File: src/rtl/led_pattern_seq.sv
// LED pattern sequencer: debounced active-low buttons drive mode, speed, run and reseed
// for a parametrised LED bank. Define LED_PWM_EN to add the 3-bit brightness PWM input.
module led_pattern_seq #(
  parameter int N_LED    = 12,
  parameter int TICK_DIV = 2097152,
  parameter int DEB_CNT  = 65536,
  parameter int N_BTN    = 4
) (
  input  logic             clk,
  input  logic             rst,
  input  logic [N_BTN-1:0] inpulse,
`ifdef LED_PWM_EN
  input  logic [2:0]       bright,
`endif
  output logic [N_LED-1:0] out,
  output logic [1:0]       mode,
  output logic [1:0]       speed,
  output logic             tick
);

  localparam int TW = $clog2(TICK_DIV);
  localparam int DW = (DEB_CNT > 1) ? $clog2(DEB_CNT) : 1;
  localparam logic [DW-1:0] DEB_LAST = DW'(DEB_CNT - 1);
  localparam logic [N_LED-1:0] SEED_ONE = N_LED'(1);

  localparam logic [1:0] M_ROT_R  = 2'd0;
  localparam logic [1:0] M_ROT_L  = 2'd1;
  localparam logic [1:0] M_BOUNCE = 2'd2;
  localparam logic [1:0] M_FILL   = 2'd3;

  logic [N_BTN-1:0] sync1;
  logic [N_BTN-1:0] sync2;
  logic [N_BTN-1:1] press;
  logic             run;
  logic             any_press;

  logic [N_LED-1:0] p;
  logic             dir;
  logic             fv;
  logic [TW-1:0]    pcnt;
  logic [TW-1:0]    term;
  logic             at_term;

  logic [N_LED-1:0] step_p;
  logic             step_dir;
  logic             step_fv;

  // Buttons are inverted on entry so everything downstream treats 1 as pressed.
  always_ff @(posedge clk or posedge rst) begin
    if (rst) begin
      sync1 <= '0;
      sync2 <= '0;
    end else begin
      sync1 <= ~inpulse;
      sync2 <= sync1;
    end
  end

  for (genvar i = 0; i < N_BTN; i++) begin : g_btn
    logic [DW-1:0] cnt;
    logic          lvl;
    logic          accept;

    // cnt tracks how long sync2 has disagreed with the accepted level.
    assign accept = (sync2[i] != lvl) && (cnt == DEB_LAST);

    always_ff @(posedge clk or posedge rst) begin
      if (rst) begin
        cnt <= '0;
        lvl <= 1'b0;
      end else if (sync2[i] == lvl) begin
        cnt <= '0;
      end else if (accept) begin
        cnt <= '0;
        lvl <= sync2[i];
      end else begin
        cnt <= cnt + DW'(1);
      end
    end

    if (i == 0) begin : g_run
      assign run = lvl;
    end else begin : g_press
      logic pr;
      always_ff @(posedge clk or posedge rst) begin
        if (rst) pr <= 1'b0;
        else     pr <= accept & sync2[i];
      end
      assign press[i] = pr;
    end
  end

  assign any_press = |press;
  assign term      = TW'((TICK_DIV >> speed) - 1);
  assign at_term   = (pcnt == term);
  assign tick      = run && at_term && !any_press;

  // Next pattern for one step; an all-zero pattern outside FILL is treated as an upset.
  always_comb begin
    step_p   = p;
    step_dir = dir;
    step_fv  = fv;
    case (mode)
      M_ROT_R: begin
        if (p == '0) step_p = SEED_ONE;
        else         step_p = {p[0], p[N_LED-1:1]};
      end
      M_ROT_L: begin
        if (p == '0) step_p = SEED_ONE;
        else         step_p = {p[N_LED-2:0], p[N_LED-1]};
      end
      M_BOUNCE: begin
        if (p == '0) begin
          step_p   = SEED_ONE;
          step_dir = 1'b0;
        end else if (!dir) begin
          step_p = p << 1;
          if (step_p[N_LED-1]) step_dir = 1'b1;
        end else begin
          step_p = p >> 1;
          if (step_p[0]) step_dir = 1'b0;
        end
      end
      default: begin
        step_p = {p[N_LED-2:0], fv};
        if (&step_p)            step_fv = 1'b0;
        else if (step_p == '0)  step_fv = 1'b1;
      end
    endcase
  end

  // Presses win over a coinciding step; every press restarts the prescaler from zero.
  always_ff @(posedge clk or posedge rst) begin
    if (rst) begin
      p     <= SEED_ONE;
      mode  <= M_ROT_R;
      speed <= 2'd0;
      dir   <= 1'b0;
      fv    <= 1'b1;
      pcnt  <= '0;
    end else if (press[1]) begin
      mode <= mode + 2'd1;
      p    <= (mode == M_BOUNCE) ? '0 : SEED_ONE;
      dir  <= 1'b0;
      fv   <= 1'b1;
      pcnt <= '0;
    end else if (press[3]) begin
      p    <= (mode == M_FILL) ? '0 : SEED_ONE;
      dir  <= 1'b0;
      fv   <= 1'b1;
      pcnt <= '0;
    end else if (press[2]) begin
      speed <= speed + 2'd1;
      pcnt  <= '0;
    end else if (run) begin
      if (at_term) begin
        pcnt <= '0;
        p    <= step_p;
        dir  <= step_dir;
        fv   <= step_fv;
      end else begin
        pcnt <= pcnt + TW'(1);
      end
    end
  end

`ifdef LED_PWM_EN
  logic [2:0] pwm_cnt;

  always_ff @(posedge clk or posedge rst) begin
    if (rst) pwm_cnt <= 3'd0;
    else     pwm_cnt <= pwm_cnt + 3'd1;
  end

  assign out = p & {N_LED{pwm_cnt < bright}};
`else
  assign out = p;
`endif

endmodule

File: config.mk
export PLATFORM = sky130hd
export DESIGN_NAME = led_pattern_seq
export DESIGN_NICKNAME = d
export VERILOG_FILES = /design/src/rtl/led_pattern_seq.sv
export SDC_FILE = /design/constraint.sdc
export NUM_CORES = 1
export LEC_CHECK = 0
export CAP_MARGIN = 10
export CORE_MARGIN = 10
export CORE_UTILIZATION = 65
export DETAILED_ROUTE_END_ITERATION = 10
export PLACE_DENSITY = 0.83
export SLEW_MARGIN = 15
export SYNTH_ARGS = -nofsm -noshare
export SYNTH_HDL_FRONTEND = slang
export SYNTH_SLANG_ARGS = --single-unit
File: constraint.sdc
create_clock -name clk -period 12.33 [get_ports clk]
set_input_delay 2.466 -clock clk [delete_from_list [all_inputs] [get_ports clk]]
set_output_delay 2.466 -clock clk [all_outputs]
set_load 0.02 [all_outputs]
==> results.ini, run 1 <==
[cts]
clk_latency_ps=510
cts_setup_buffers=0
cts_tree=built
clk_pin_slew_worst_paths_ps=60
cts.repair.resized=0
cts_root_buf=clkbuf_8
cts_max_path_buffers=2
h-tree-depth=4
cts_made_buffers=17
clock_sinks=118
cts_hold_buf=0

[timing]
finalMaxSlewViolations=0
layout_min_cycle_time_ps=5460
max_freq_mhz=183
timing.final.hold_violations=0
clock_skew_ps=9.21
worst_pin_slew_ps=897
fin_tns_setup_ps=0
slew_headroom_pct=40.2
rsz0062_at_grt=false
period_share_pct=44.2
setup_violations=0

[hold_path]
min_from=sync1[3]
holdPathEnd=sync2[3]
min_path_type=reg -> reg
worstHoldPathCells=0

[finish]
area_growth_pct=16.5
multi_input_area_um2=2630
drive_gt1_share_pct=11.1
final_nets=610
fillCellCount=543
layout_commonest_cell=dfrtp_1
layout_common_cells=116 x dfrtp_1, 96 x nor2_1, 43 x xor2_1
seqCellArea_um2=2960
diodes=0

[worst_setup_path]
r2r_setup_slack_ps=9860
worstSetupPathType=reg -> out
start_kind=flop
timing.rr.start=speed[0]
endpoint_kind=primary output
slowest_delay_ps=590
path_max_fanout=9
worstPathRequired_ps=9860
crit_arrival_ps=2990
reg2reg_depth=7
reg2reg_to=pcnt[16]
cpMaxStageDelayCell=clkdlybuf4s50_1
crit_chain=inv_1, ha_1, xnor2_1, mux2i_2, nand4_4, or2_1, inv_2, clkdlybuf4s50_1

[routing]
wirelength_um=11500
wl_per_cell_um=16.1
num_vias=4145
drtPass1Iterations=5
remaining_drc_errors=0
antenna_left=0
via_per_inst=5.82
drtIter0Drc=283

[synth]
synth.avg_cell_area_um2=10.3
synth_nets=580
postSynthRegisterBits=118
synth-main-ff-cell=dfrtp_1
synth_edf_count=0
syn_area_um2=5760
syn_inst=561
ys_seq_area_share_pct=51.3
yosys_warnings=0
synthArstFlopShare_pct=100
synth_cell_type_count=53

[floorplan]
die_h_um=114
core_area_um2=8680
die_w_um=114
dieArea_um2=13000
fp-row-count=34
start_util_pct=66.4
io_pins=23

[global_routing]
grt_pass1_vias=4303
antenna_found_initial=0
grt_max_degree=63
grt_overflow=0
grt_pass1_wl_um=20100
grt_usage_pct=18.7

[power_and_ir_drop]
peakVddDrop_mv=0.109
p_per_area_nw_per_um2=144
finalPower_mw=0.970
leakage_nw=2.95

[placement]
gp_congestion=0.823
portBuffers=22
dp_hpwl_um=7280

[flow_run]
cap_violations=0

[status]
status=completed

==> per-stage QoR <==
step / setup WS [ps] / instances / util (%) / hold WS (ps) / area [um^2]
finish: 6870 / 712 / 77.4 / 347 / 6710
global route: 6740 / 712 / 77.4 / 356 / 6710
CTS: 6840 / 712 / 77.4 / 350 / 6710
detailed placement: 7390 / 680 / 69.7 / 337 / 6050
global placement: 7460 / 680 / 69.7 / 332 / 6050
floorplan: 6740 / 561 / - / 331 / 5760
==> worst max-delay path, delay by kind of cell, from the launching register on <==
kind                       cells  cell delay (ps)
buffers and inverters          3              750
and+or+nand+nor                2              590
DFF                            1              410
muxes                          1              320
adders and majority gates      1              210
xor gates and xnor gates       1              190
==> worst max path at each step <==
| stage | start | end | slack, ps | cells past startpoint |
|---|---|---|---|---|
| final | speed[0] | tick | 6870 | 8 |
| after detailed placement | speed[0] | tick | 7390 | 8 |
| after global placement | speed[0] | tick | 7460 | 8 |
| after CTS | speed[0] | tick | 6840 | 8 |
| after floorplan | rst | dir | 6740 | 1 |
| after global routing | speed[0] | tick | 6740 | 8 |
==> state kept, by name, summed over array words and instances (netlist names), 2 cells and up <==
| name | cells |
|---|---|
| sync2 | 4 |
| sync1 | 4 |
| pcnt | 21 |
| g_btn.g_press.pr | 3 |
| out | 12 |
| g_btn.lvl | 4 |
| mode | 2 |
| speed | 2 |
| g_btn.cnt | 64 |
==> cell families after synthesis <==
| family | after synthesis | share of synthesized area (%) |
|---|---|---|
| compound gates | 43 | 5.43 |
| simple gates | 263 | 24.1 |
| buf+inv | 38 | 3.04 |
| fa+ha+maj | 13 | 2.82 |
| flops | 118 | 51.3 |
| mux | 6 | 1.19 |
| xor+xnor | 80 | 12.2 |
==> layout make-up <==
| cell class | count | share of cell area [%] |
|---|---|---|
| Tap cell | 108 | 2.01 |
| Sequential cell | 118 | 44.0 |
| Timing Repair Buffer | 23 | 3.39 |
| Inverter | 26 | 1.49 |
| Multi-Input combinational cell | 405 | 39.2 |
| Clock buffer | 23 | 6.95 |
| Clock inverter | 9 | 2.91 |
==> cells in the mapped netlist, types with 9 or more instances <==
cell / count / area (um^2)
xor2_1: 43 / 377
nand3_1: 33 / 165
dfrtp_1: 116 / 2900
xnor2_1: 37 / 324
ha_1: 13 / 163
a21oi_1: 11 / 55.1
nand2_1: 37 / 139
nor2_1: 96 / 360
nor2_2: 10 / 62.6
nand4_1: 20 / 125
inv_1: 25 / 93.8
nor4_1: 9 / 56.3
==> routing by layer <==
| layer | vias up | share of wire [%] | global-route usage, % |
|---|---|---|---|
| met3 | 12 | 4.9 | 5.14 |
| met5 | - | 0 | 0 |
| met4 | 0 | 0.97 | 5.68 |
| li1 | 1972 | - | - |
| met2 | 109 | 50 | 30.5 |
| met1 | 2052 | 44 | 23.6 |
==> power by group <==
| part | switching [mW] | internal, mW | leakage, nW |
|---|---|---|---|
| Combinational | 0.0139 | 0.00558 | 1.01 |
| Clock | 0.169 | 0.384 | 0.326 |
| Sequential | 0.00430 | 0.392 | 1.61 |
| Total | 0.188 | 0.782 | 2.95 |
(Power assumes the default switching activity.)
==> run 2, diff against run 1 <==
CORE_UTILIZATION = 55   (was 65)
PLACE_DENSITY = 0.75   (was 0.83)
clock period = 4.4 ns   (was 12.33 ns; I/O delays follow)
==> results.ini, run 2 (synthesis gave the netlist of run 1 again) <==
[floorplan]
die_w_um=122  ; was 114 um
core_area_um2=10300  ; was 8680 um^2
dieArea_um2=15000  ; was 13000 um^2
start_util_pct=56.1  ; was 66.4%
fp-row-count=37  ; was 34
die_h_um=122  ; was 114 um
io_pins=23  ; unchanged

[routing]
dr_wl_met2_um=5010  ; was 5770 um
num_vias=4038  ; was 4145
via_per_inst=5.45  ; was 5.82
drtIter0Drc=287  ; was 283
antenna_left=0  ; unchanged
wirelength_um=10600  ; was 11500 um
wl_met3_um=555  ; was 568 um
top_layer_used=met4  ; unchanged
remaining_drc_errors=0  ; unchanged
drtPass1Iterations=5  ; unchanged
drt-met1-wl_um=4810  ; was 5030 um
wl_per_cell_um=14.3  ; was 16.1 um

[placement]
portBuffers=22  ; unchanged
gp_congestion=0.823  ; about the same
place_worst_setup_slack_ps=1000  ; was 7390 ps
dp_hpwl_um=7070  ; was 7280 um

[finish]
fillCellCount=801  ; was 543
largest_register_ffs=64  ; unchanged
regMostFlops=g_btn.cnt  ; unchanged
final_nets=611  ; was 610
seqCellArea_um2=2960  ; unchanged
drive_gt1_share_pct=11.2  ; was 11.1%
layout_common_cells=116 x dfrtp_1, 96 x nor2_1, 43 x xor2_1  ; unchanged
layout_commonest_cell=dfrtp_1  ; unchanged
area_growth_pct=16.4  ; was 16.5%
diodes=0  ; unchanged
multi_input_area_um2=2630  ; unchanged

[global_routing]
grt_pass1_wl_um=18500  ; was 20100 um
grt_overflow=0  ; unchanged
grt_usage_pct=15.2  ; was 18.7%
grt_max_degree=66  ; was 63
antenna_found_initial=0  ; unchanged
grt_pass1_vias=4135  ; was 4303

[cts]
cts_made_buffers=17  ; unchanged
cts.repair.resized=0  ; unchanged
cts_tree=built  ; unchanged
cts_setup_buffers=0  ; unchanged
h-tree-depth=4  ; unchanged
cts_root_buf=clkbuf_8  ; unchanged
cts_max_path_buffers=2  ; unchanged
clock_sinks=118  ; unchanged
clk_pin_slew_worst_paths_ps=60  ; about the same
cts_hold_buf=0  ; unchanged
clk_latency_ps=520  ; was 510 ps

[worst_setup_path]
crit_arrival_ps=3100  ; was 2990 ps
start_kind=flop  ; unchanged
worstPathRequired_ps=3520  ; was 9860 ps
path_max_fanout=9  ; unchanged
endpoint_kind=primary output  ; unchanged
worstSetupPathType=reg -> out  ; unchanged

[timing]
worst_pin_slew_ps=951  ; was 897 ps
rsz0062_at_grt=false  ; unchanged
layout_setup_ws_ps=425  ; was 6870 ps
slew_headroom_pct=36.6  ; was 40.2%
setup_violations=0  ; unchanged
finalMaxSlewViolations=0  ; unchanged
whs_ps=349  ; was 347 ps
period_share_pct=90.4
layout_min_cycle_time_ps=3980
clock_skew_ps=8.38  ; was 9.21 ps
timing.final.hold_violations=0  ; unchanged
fin_tns_setup_ps=0  ; unchanged
max_freq_mhz=252

[power_and_ir_drop]
leakage_nw=2.93  ; was 2.95 nW
peakVddDrop_mv=0.220  ; was 0.109 mV
p_per_area_nw_per_um2=387  ; was 144 nW/um^2

[flow_run]
cap_violations=0  ; unchanged

[hold_path]
min_path_type=reg -> reg  ; unchanged

[status]
status=completed  ; unchanged

-- run 2: layout make-up --
class                   instances  area share [%]
clock buffers                  23            6.96
clock inverters                 9            2.20
inverters                      26            1.49
multi-input cells             405            39.3
flip-flops and latches        118            44.1
well taps                     136            2.54
repair buffers                 24            3.51
-- run 2: layer usage --
layer | track usage, % | up-vias
met1 | 18.2 | 1937
met2 | 24.7 | 96
met5 | 0 | -
met4 | 5.89 | 0
met3 | 5.42 | 23
li1 | - | 1982
-- run 2: per-stage QoR --
step / utilization, % / total power, mW / cells / area [um^2]
after CTS: 65.3 / 2.62 / 741 / 6710
after global routing: 65.3 / 2.68 / 741 / 6710
after detailed placement: 59.3 / 1.18 / 709 / 6090
after global placement: 59.3 / 1.18 / 709 / 6090
after floorplan: - / 1.17 / 561 / 5760
final: 65.3 / 2.59 / 741 / 6710
-- run 2: power by group --
part	switching, mW	internal (mW)	total, mW	leakage [nW]
Combinational	0.0378	0.0162	0.0540	1.01
Sequential	0.0110	1.10	1.11	1.61
Clock	0.470	0.960	1.43	0.302
-- run 2: worst paths after layout --
check / startpoint / end / slack [ps] / depth (start not counted)
setup reg to reg: speed[0] / pcnt[19] / 1810 / 7
setup / recovery: speed[0] / tick / 420 / 8
hold reg to reg: sync1[0] / sync2[0] / 350 / 0
min in group asynchronous: rst / sync1[1] / 840 / 2
max in group asynchronous: rst / pcnt[9] / 2700 / 3
hold / removal: sync1[0] / sync2[0] / 350 / 0
-- run 2: critical path, stage by stage (launching register included) --
cell and delay, ps:
dfrtp_1 400, inv_1 90, ha_1 220, xnor2_1 250, mux2i_2 330, nand4_4 190, or2_1 410, inv_2 80
clkdlybuf4s50_1 600
==> run 3, diff against run 2 <==
CORE_MARGIN = 5   (was 10)
CORE_UTILIZATION = 57   (was 55)
DONT_BUFFER_PORTS = 1   (was not set)
PLACE_DENSITY = 0.74   (was 0.75)
SETUP_SLACK_MARGIN = 0.2   (was not set)
==> results.ini, run 3 (synthesis gave the netlist of run 1 again) <==
[status]
status=completed  ; unchanged

[routing]
antenna_left=0  ; unchanged
wirelength_um=10500  ; was 10600 um
num_vias=3951  ; was 4038
drtPass1Iterations=5  ; unchanged
wl_per_cell_um=14.6  ; was 14.3 um
remaining_drc_errors=0  ; unchanged
via_per_inst=5.52  ; was 5.45
drtIter0Drc=255  ; was 287

[cts]
h-tree-depth=4  ; unchanged
cts.repair.resized=0  ; unchanged
cts_hold_buf=0  ; unchanged
cts_tree=built  ; unchanged
clk_pin_slew_worst_paths_ps=60  ; about the same
clk_latency_ps=520  ; about the same
cts_root_buf=clkbuf_8  ; unchanged
cts_made_buffers=17  ; unchanged
clock_sinks=118  ; unchanged
cts_setup_buffers=0  ; unchanged
cts_max_path_buffers=2  ; unchanged

[finish]
largest_register_ffs=64  ; unchanged
area_growth_pct=12.8  ; was 16.4%
utilization_pct=66.2  ; was 65.3%
drive_gt1_share_pct=12.2  ; was 11.2%
fin_cells=716  ; was 741
layout_common_cells=116 x dfrtp_1, 96 x nor2_1, 43 x xor2_1  ; unchanged
finalInstanceArea_um2=6500  ; was 6710 um^2
final_nets=589  ; was 611
layout_commonest_cell=dfrtp_1  ; unchanged
diodes=0  ; unchanged
regMostFlops=g_btn.cnt  ; unchanged

[placement]
portBuffers=0  ; was 22
place_worst_setup_slack_ps=1410  ; was 1000 ps
dp.cells=684  ; was 709
gp_congestion=0.808  ; was 0.823
dp_hpwl_um=6880  ; was 7070 um
placed_cell_area_um2=5870  ; was 6090 um^2

[worst_setup_path]
crit_arrival_ps=2650  ; was 3100 ps
worstSetupPathType=reg -> out  ; unchanged
reg2reg_depth=7  ; unchanged
cpMaxStageDelayCell=dfrtp_1  ; was clkdlybuf4s50_1
startpoint=speed[0]  ; unchanged
r2r_setup_slack_ps=1790  ; was 1810 ps
start_kind=flop  ; unchanged
timing.rr.start=speed[0]  ; unchanged
endpoint_kind=primary output  ; unchanged
worstPathRequired_ps=3520  ; about the same
crit_chain=inv_1, ha_1, xnor2_1, mux2i_2, nand4_4, or2_1, inv_2  ; was inv_1, ha_1, xnor2_1, mux2i_2, nand4_4, or2_1, inv_2, clkdlybuf4s50_1
reg2reg_to=pcnt[19]  ; unchanged
path_max_fanout=9  ; unchanged
slowest_delay_ps=510  ; was 600 ps
endpoint=tick  ; unchanged

[hold_path]
min_path_type=in -> async  ; was reg -> reg

[timing]
worst_pin_slew_ps=909  ; was 951 ps
slew_headroom_pct=39.4  ; was 36.6%
layout_setup_ws_ps=874  ; was 425 ps
clock_skew_ps=9.69  ; was 8.38 ps
period_share_pct=80.1  ; was 90.4%
setup_violations=0  ; unchanged
timing.final.hold_violations=0  ; unchanged
fin_tns_setup_ps=0  ; unchanged
rsz0062_at_grt=false  ; unchanged
finalMaxSlewViolations=0  ; unchanged
whs_ps=324  ; was 349 ps
layout_min_cycle_time_ps=3530  ; was 3980 ps
max_freq_mhz=284  ; was 252 MHz

[floorplan]
die_h_um=111  ; was 122 um
dieArea_um2=12200  ; was 15000 um^2
core_area_um2=9820  ; was 10300 um^2
die_w_um=111  ; was 122 um
fp-row-count=36  ; was 37
start_util_pct=58.7  ; was 56.1%
io_pins=23  ; unchanged

[flow_run]
cap_violations=0  ; unchanged

[global_routing]
antenna_found_initial=0  ; unchanged
grt_pass1_wl_um=19200  ; was 18500 um
grt_usage_pct=19.0  ; was 15.2%
grt_max_degree=87  ; was 66
grt_pass1_vias=4035  ; was 4135
grt_overflow=0  ; unchanged

[power_and_ir_drop]
p_per_area_nw_per_um2=401  ; was 387 nW/um^2
peakVddDrop_mv=0.338  ; was 0.220 mV
leakage_nw=2.85  ; was 2.93 nW
finalPower_mw=2.61  ; was 2.59 mW

-- run 3: how the worst min path moves through the flow --
stage	from	to	slack, ps
global route	sync1[0]	sync2[0]	370
finish	rst	g_btn[3].cnt[13]	320
detailed placement	sync1[1]	sync2[1]	340
global placement	sync1[1]	sync2[1]	340
floorplan	sync1[0]	sync2[0]	330
CTS	sync1[1]	sync2[1]	350
-- run 3: final cells by class --
class                   instances  area [um^2]
clock buffers                  18          428
clock inverters                14          203
fillers                       773         3320
inverters                      26          103
multi-input cells             405         2630
flip-flops and latches        118         2960
well taps                     133          166
repair buffers                  2         15.0
-- run 3: power breakdown --
group          internal [mW]  leakage, nW  total (mW)  switching (mW)
Combinational         0.0127        0.936      0.0506          0.0379
Sequential              1.10         1.61        1.11          0.0115
Clock                  0.939        0.305        1.45           0.510
Total                   2.05         2.85        2.61           0.559
-- run 3: critical path: cells and delay by family (launching register included) --
family / cells / cell delay (ps)
simple gates: 2 / 610
flops: 1 / 510
mux: 1 / 300
buf+inv: 2 / 280
fa+ha+maj: 1 / 220
xor+xnor: 1 / 190
-- run 3: routing by layer --
metal	wire length (um)	share of wire, %	global-route usage, %
met1	4850	46	25.1
met2	4980	48	29.5
met3	525	5.0	6.29
met4	105	1.0	6.57
met5	0	0	0
